[src/rtl/goertzel_seq_ctrl.sv]
// Run-level sequencer for the multi-bin Goertzel datapath: CORDIC enable, sample gating, bin capture, result stream.
// Define GSEQ_TIMEOUT_EN to add a watchdog on the CORDIC and DRAIN waits (limit TMO_CYC cycles).
module goertzel_seq_ctrl #(
    parameter  int NF      = 11,
    parameter  int NS      = 10,
    parameter  int TMO_CYC = 4096,
    localparam int IW      = (NF > 1) ? $clog2(NF) : 1,
    localparam int CW      = $clog2(NS + 1)
) (
    input  logic              clk,
    input  logic              rstn,
    input  logic              start_i,
    output logic              busy_o,
    output logic              done_o,
    output logic              err_o,
    output logic              c_en_o,
    input  logic              cordic_vld_i,
    output logic              h_en_o,
    input  logic              smp_valid_i,
    output logic              smp_ready_o,
    input  logic [7:0]        smp_data_i,
    output logic [7:0]        smp_o,
    input  logic [NF-1:0]     bin_valid_i,
    input  logic [NF*32-1:0]  bin_data_i,
    output logic              res_valid_o,
    input  logic              res_ready_i,
    output logic [IW-1:0]     res_idx_o,
    output logic [31:0]       res_data_o
);

    typedef enum logic [2:0] {
        S_IDLE,
        S_CORDIC,
        S_SAMPLE,
        S_DRAIN,
        S_DUMP
    } state_t;

    state_t          r_state;
    state_t          w_next;
    logic [CW-1:0]   r_cnt;
    logic [NF-1:0]   r_mask;
    logic [IW-1:0]   r_idx;
    logic [31:0]     r_buf [NF];
    logic [7:0]      r_smp;
    logic            r_done;

    logic            w_start;
    logic            w_smpHs;
    logic            w_lastSmp;
    logic [NF-1:0]   w_capture;
    logic            w_maskAll;
    logic            w_resHs;
    logic            w_lastRes;
    logic            w_timeout;

    assign w_start   = (r_state == S_IDLE) && start_i;
    assign w_smpHs   = (r_state == S_SAMPLE) && smp_valid_i;
    assign w_lastSmp = w_smpHs && (r_cnt == CW'(NS - 1));
    // Only bins not yet captured in this run are taken; repeats are dropped.
    assign w_capture = (r_state == S_DRAIN) ? (bin_valid_i & ~r_mask) : '0;
    assign w_maskAll = &(r_mask | w_capture);
    assign w_resHs   = (r_state == S_DUMP) && res_ready_i;
    assign w_lastRes = w_resHs && (r_idx == IW'(NF - 1));

`ifdef GSEQ_TIMEOUT_EN
    localparam int WW = $clog2(TMO_CYC + 1);

    logic [WW-1:0] r_wdog;
    logic          r_err;

    // Any state change restarts the count, so each CORDIC/DRAIN entry gets a full budget.
    always_ff @(posedge clk or negedge rstn) begin
        if (!rstn) begin
            r_wdog <= '0;
        end else if (w_next != r_state) begin
            r_wdog <= '0;
        end else if (r_state == S_CORDIC || r_state == S_DRAIN) begin
            r_wdog <= r_wdog + 1'b1;
        end
    end

    assign w_timeout = (r_wdog == WW'(TMO_CYC - 1)) &&
                       (((r_state == S_CORDIC) && !cordic_vld_i) ||
                        ((r_state == S_DRAIN) && !w_maskAll));

    always_ff @(posedge clk or negedge rstn) begin
        if (!rstn) begin
            r_err <= 1'b0;
        end else if (w_start) begin
            r_err <= 1'b0;
        end else if (w_timeout) begin
            r_err <= 1'b1;
        end
    end

    assign err_o = r_err;
`else
    logic w_unusedTmo;

    assign w_timeout   = 1'b0;
    assign err_o       = 1'b0;
    assign w_unusedTmo = (TMO_CYC == 0);
`endif

    always_ff @(posedge clk or negedge rstn) begin
        if (!rstn) begin
            r_state <= S_IDLE;
        end else begin
            r_state <= w_next;
        end
    end

    always_comb begin
        w_next = r_state;
        case (r_state)
            S_IDLE: begin
                if (start_i) w_next = S_CORDIC;
            end
            S_CORDIC: begin
                if (cordic_vld_i)   w_next = S_SAMPLE;
                else if (w_timeout) w_next = S_IDLE;
            end
            S_SAMPLE: begin
                if (w_lastSmp) w_next = S_DRAIN;
            end
            S_DRAIN: begin
                if (w_maskAll)      w_next = S_DUMP;
                else if (w_timeout) w_next = S_IDLE;
            end
            S_DUMP: begin
                if (w_lastRes) w_next = S_IDLE;
            end
            default: w_next = S_IDLE;
        endcase
    end

    always_comb begin
        busy_o      = (r_state != S_IDLE);
        c_en_o      = (r_state == S_CORDIC);
        h_en_o      = (r_state == S_SAMPLE) || (r_state == S_DRAIN);
        smp_ready_o = (r_state == S_SAMPLE);
        res_valid_o = (r_state == S_DUMP);
        res_idx_o   = '0;
        res_data_o  = '0;
        if (r_state == S_DUMP) begin
            res_idx_o  = r_idx;
            res_data_o = r_buf[r_idx];
        end
    end

    assign done_o = r_done;
    assign smp_o  = r_smp;

    always_ff @(posedge clk or negedge rstn) begin
        if (!rstn) begin
            r_cnt  <= '0;
            r_mask <= '0;
            r_idx  <= '0;
            r_smp  <= '0;
            r_done <= 1'b0;
            for (int i = 0; i < NF; i++) begin
                r_buf[i] <= '0;
            end
        end else begin
            r_done <= w_lastRes || w_timeout;

            if (w_start) begin
                r_cnt <= '0;
            end else if (w_smpHs) begin
                r_cnt <= r_cnt + 1'b1;
            end

            if (w_smpHs) begin
                r_smp <= smp_data_i;
            end

            if (w_start) begin
                r_mask <= '0;
            end else begin
                r_mask <= r_mask | w_capture;
            end

            for (int i = 0; i < NF; i++) begin
                if (w_capture[i]) begin
                    r_buf[i] <= bin_data_i[i*32 +: 32];
                end
            end

            if (w_start) begin
                r_idx <= '0;
            end else if (w_resHs) begin
                r_idx <= w_lastRes ? '0 : r_idx + 1'b1;
            end
        end
    end

endmodule

[config.mk]
export PLATFORM = sky130hd
export DESIGN_NAME = goertzel_seq_ctrl
export DESIGN_NICKNAME = d
export VERILOG_FILES = /design/src/rtl/goertzel_seq_ctrl.sv
export SDC_FILE = /design/constraint.sdc
export NUM_CORES = 1
export LEC_CHECK = 0
export CAP_MARGIN = 20
export CORE_MARGIN = 8
export CORE_UTILIZATION = 54
export CTS_CLUSTER_DIAMETER = 40
export DETAILED_ROUTE_END_ITERATION = 7
export PLACE_DENSITY = 0.86
export SETUP_SLACK_MARGIN = 0.1
export SKIP_LAST_GASP = 1
export SLEW_MARGIN = 20
export SYNTH_ARGS = -nofsm -noshare
export SYNTH_HDL_FRONTEND = slang
export SYNTH_SLANG_ARGS = --single-unit
[constraint.sdc]
create_clock -name clk -period 5.45 [get_ports clk]
set_clock_uncertainty 0.1 [all_clocks]
set_input_delay 0.8175 -clock clk [delete_from_list [all_inputs] [get_ports clk]]
set_output_delay 0.8175 -clock clk [all_outputs]
set_load 0.05 [all_outputs]
Word level (Yosys, flattened, before mapping)
Index checks and enable logic that the tools add are counted.
{"block": "classes", "muxes": 18, "magnitude_cmp": 1, "bitwise_logic": 4, "n_eq_ne": 11, "addsub": 2, "reduce_logical": 12}
{"operator": "binary-select mux 32 bit (select 4 bit)", "count": 1}
{"operator": "2-to-1 mux 32 bit", "count": 3}
{"operator": "2-to-1 mux 4 bit", "count": 6}
{"operator": "2-to-1 mux 11 bit", "count": 2}
{"operator": "2-to-1 mux 3 bit", "count": 5}
{"operator": "case mux 3 bit (5 select lines)", "count": 1}
{"operator": "bitwise AND 11 bit", "count": 1}
{"operator": "NOT 11 bit", "count": 1}
{"operator": "OR 11 bit", "count": 1}
{"operator": "AND reduction 11 bit", "count": 1}
{"operator": "adder 4 x 1 -> 4 bit, second input constant", "count": 2}
{"operator": "== test 4 bit, second input constant", "count": 2}
{"operator": "== test 3 x 2 -> 1 bit, second input constant", "count": 2}
{"operator": "inequality test 2 x 1 -> 1 bit, second input constant", "count": 3}
{"operator": ">= comparator 5 bit, second input constant", "count": 1}
{"operator": "logical AND 1 bit", "count": 5}
{"operator": "NOT 4 -> 5 bit", "count": 1}
{"operator": "AND reduction 5 bit", "count": 1}
{"operator": "inequality test 2 bit, second input constant", "count": 2}
{"operator": "nonzero test 2 bit", "count": 2}
{"operator": "== test 3 x 1 -> 1 bit, second input constant", "count": 1}
{"operator": "== test 3 bit, second input constant", "count": 1}
{"operator": "zero test 3 bit", "count": 1}
{"operator": "nonzero test 3 bit", "count": 1}
{"operator": "logical OR 1 bit", "count": 1}
{"block": "totals", "inputBits": 377, "output_inout_bits": 51, "register_bits": 383, "word_cells": 65}

Logic depth before layout (Yosys ltp)
{"block": "depth", "word_depth": 7, "ltp_mapped": 10, "mapped_depth_nobuf": 6}

Least setup slack after synthesis
OpenSTA, ideal clock, no wires.
{"block": "synth_timing", "path_kind": "flip-flop to output port", "from": "register r_idx[0]", "to": "output res_data_o[10]", "t_required_ns": 4.533, "t_arrival_ns": 2.543, "slack_ns": 1.990, "path_buffers": 4, "stages_incl_launch_ff": 9, "path_cell_list": "dfrtp_1 -> buf_2 -> buf_6 -> buf_4 -> clkinv_1 -> buf_2 -> nand2_1 -> a21o_1 -> a211oi_1"}
{"block": "synth_via", "elab_chain_cells": 5}
{"item": "start: declaration", "line": "43", "source": "logic [IW-1:0] r_idx;"}
{"item": "start signal: assignment", "line": "193", "source": "r_idx <= w_lastRes ? '0 : r_idx + 1'b1;"}
{"item": "NOT 4 -> 5 bit (not written as such)", "line": "148", "source": "res_data_o = r_buf[r_idx];"}
{"item": "binary-select mux 32 bit (select 4 bit)", "line": "148"}
{"item": "2-to-1 mux 32 bit (not written as such) (2 in a row)", "line": "148"}
{"item": "2-to-1 mux 32 bit", "line": "146", "source": "if (r_state == S_DUMP) begin"}
{"item": "end: declaration", "line": "28", "source": "output logic [31:0] res_data_o"}
No other way between the ends. The select of a mux whose other input is x is not followed.

Worst setup path after layout
{"block": "layout_timing", "from": "register r_idx[0]", "to": "output res_data_o[15]"}
Same word-level chain as after synthesis.

==> run_results.csv <==
group,metric,value,unit
synthesis,synthCells,1229,
cells_and_area,area_delta_synth_final,34.7,%
critical_path,path_cells,"buf_12, mux4_2, a211oi_1, a211oi_1, clkdlybuf4s50_1",
critical_path,startpoint_type,"flop",
critical_path,crit_fanout,40,
synthesis,synth.net_count,1610,
critical_path,path_class,"reg2out",
sta,setup_viol,0,
route,drtAntennaViolNets,0,
synthesis,synth-edff-count,0,
synthesis,synth_ff_type,"dfrtp_1",
route,avgViaCountPerCell,5.84,
critical_path,cp_data_arrival_time,4.01,ns
grt,grt-ovfl-total,0,
route,drc,0,
cells_and_area,final_common_cell,"clkdlybuf4s50_1",
synthesis,avgSynthCellArea,14.6,um2
route,vias,12417,
critical_path,crit_start,"r_idx[0]",
route,routed.top_layer,"met5",
floorplanning,die_h,198,um
grt,grt_usage,29.0,%
power_and_ir_drop,ir_worst_vdd,259,uV
sta,fmaxAchievable,0.203,GHz
sta,tightestPinTransition,1.11,ns
clock_network,clock_latency,0.55,ns
place,place.gp.congestion,0.832,
sta,setup_tns,0,ns
clock_network,cts_tree,"built",
floorplanning,die_w,198,um
sta,final_hold_viol_count,0,
sta,finalCritPeriodShare,90.5,%
clock_network,cts.sinks,383,
power_and_ir_drop,power_density,534,mW/mm2
cells_and_area,fin_cells,2127,
clock_network,clk_pin_slew_worst_paths,0.05,ns
synthesis,ys_ff_latch,383,
flow_run,maxCapViolations,0,
place,port-buffer-count,426,
floorplanning,start_util,54.8,%
sta,grt_setup_unrepaired,"false",
clock_network,cts.repair.resized,0,
synthesis,netlist_area,0.0179,mm2
sta,relSlewSlack,26.0,%
place,dp_cells,2022,
floorplanning,fp-row-count,66,
clock_network,hold_buffers,0,
clock_network,post-cts-setup-buffers,0,
synthesis,yosysWarnings,0,
place,post-dp-hpwl,41500,um
floorplanning,dieArea,0.0392,mm2
sta,min_period,4.93,ns
power_and_ir_drop,p_leak,9.82,nW
floorplanning,pin_count,428,
route,wl,57300,um
hold_path,hold_class,"in2async",
clock_network,numCtsBuffers,50,
clock_network,cts_root_buf,"clkbuf_16",
synthesis,yosysSeqAreaShare,53.6,%
grt,grt_pass1_wl,85500,um
cells_and_area,layout-drive-gt1-share,32.9,%
synthesis,synth.distinct_cells,44,
grt,grt_pass1_vias,13825,
grt,grt_max_degree,140,
clock_network,htreeDepth,2,
power_and_ir_drop,power,12.9,mW
cells_and_area,fin_util,73.9,%
cells_and_area,multiInputGateArea,0.00773,mm2
critical_path,r2r-start,"r_idx[0]",
cells_and_area,final_cell_mix,"425 x clkdlybuf4s50_1, 379 x dfrtp_1, 365 x mux2_2, 68 x nand2_1, 65 x a211oi_1",
sta,slew_viol_final,0,
route,wl_met2,28400,um
route,first_pass_iters,5,
route,wirelength_met1,22400,um
route,wire_per_inst,27.0,um
critical_path,crit_slowest_cell,"dfrtp_4",
critical_path,crit_required,4.53,ns
run_status,status,"completed",
route,dr.first_iter.drc_count,677,
critical_path,endpoint_kind,"primary output",
synthesis,async_flop_share,100,%
clock_network,clockBufferDepth,3,
cells_and_area,nets,2014,
critical_path,cp_common_cell,"a211oi_1",
cells_and_area,regArea,0.00960,mm2
cells_and_area,fill_cells,2103,
critical_path,max_stage_delay,0.92,ns
route,wl_met3,4020,um
grt,antenna_found_initial,17,
floorplanning,core-area,0.0326,mm2
## critical path: cells and delay by family (launching register included)
kind                   cells  cell delay (ns)
AO/OA/AOI/OAI              2             0.83
buffers and inverters      2             1.05
flip-flops                 1             0.92
multiplexers               1             0.55
## Yosys cell counts (all sizes together), types with 15 or more instances
| master | count | area [um2] |
|---|---|---|
| clkbuf | 27 | 101 |
| nand2 | 68 | 255 |
| buf | 65 | 467 |
| mux2 | 392 | 4410 |
| dfrtp | 383 | 9580 |
| nor2b | 36 | 225 |
| a21o | 33 | 248 |
| mux4 | 64 | 1440 |
| a211oi | 65 | 488 |
| nor2 | 22 | 85.1 |
| a21oi | 15 | 75.1 |
## final cells by class
type	instances	area share [%]
clock inverters	26	1.30
repair buffers	444	18.5
multi-input cells	745	32.1
clock buffers	62	5.67
well taps	442	2.29
flip-flops and latches	383	39.8
inverters	9	0.140
diodes	16	0.166
## report_power, final
part | total, mW | internal, mW | switching (mW)
registers | 5.18 | 4.26 | 0.918
logic | 4.39 | 2.52 | 1.87
clock network | 3.30 | 2.06 | 1.24
## path summary, 6_finish.rpt
path / endpoint / slack (ns) / depth (start not counted)
max: res_data_o[15] / 0.52 / 5
min: smp_o[3] / 0.17 / 1
max reg2reg: r_idx[1] / 2.64 / 8
min reg2reg: r_buf[65] / 0.39 / 1
max in group asynchronous: r_buf[176] / 3.85 / 2
min in group clk: r_buf[65] / 0.39 / 1
## registers in the layout, indices dropped and copies added (netlist names)
| signal | cells |
|---|---|
| r_buf | 352 |
| done_o | 1 |
| r_state | 3 |
| smp_o | 8 |
| r_cnt | 4 |
| r_mask | 11 |
| r_idx | 4 |
## per-stage QoR
stage	area, um2	setup slack (ns)	hold slack [ns]
final	24100	0.518	0.166
after CTS	24000	0.492	0.178
after floorplan	17900	1.99	0.352
after global placement	22400	1.12	0.362
after detailed placement	22400	1.05	0.371
after global routing	24100	0.345	0.203
## cell families after synthesis
family                     share of synthesized area (%)
AOI/OAI and AO/OA                                   4.91
xor gates and xnor gates                           0.147
adders and majority gates                          0.280
buffers and inverters                               3.37
DFF                                                 53.6
muxes                                               32.9
other                                             0.0210
and+or+nand+nor                                     4.83
## per-layer routing
layer / vias to the layer above / GRT usage, %
met2: 536 / 47.3
met3: 134 / 6.38
met5: - / 0
met1: 6391 / 36.6
li1: 5350 / -
met4: 6 / 13.6
(Power assumes the default switching activity.)
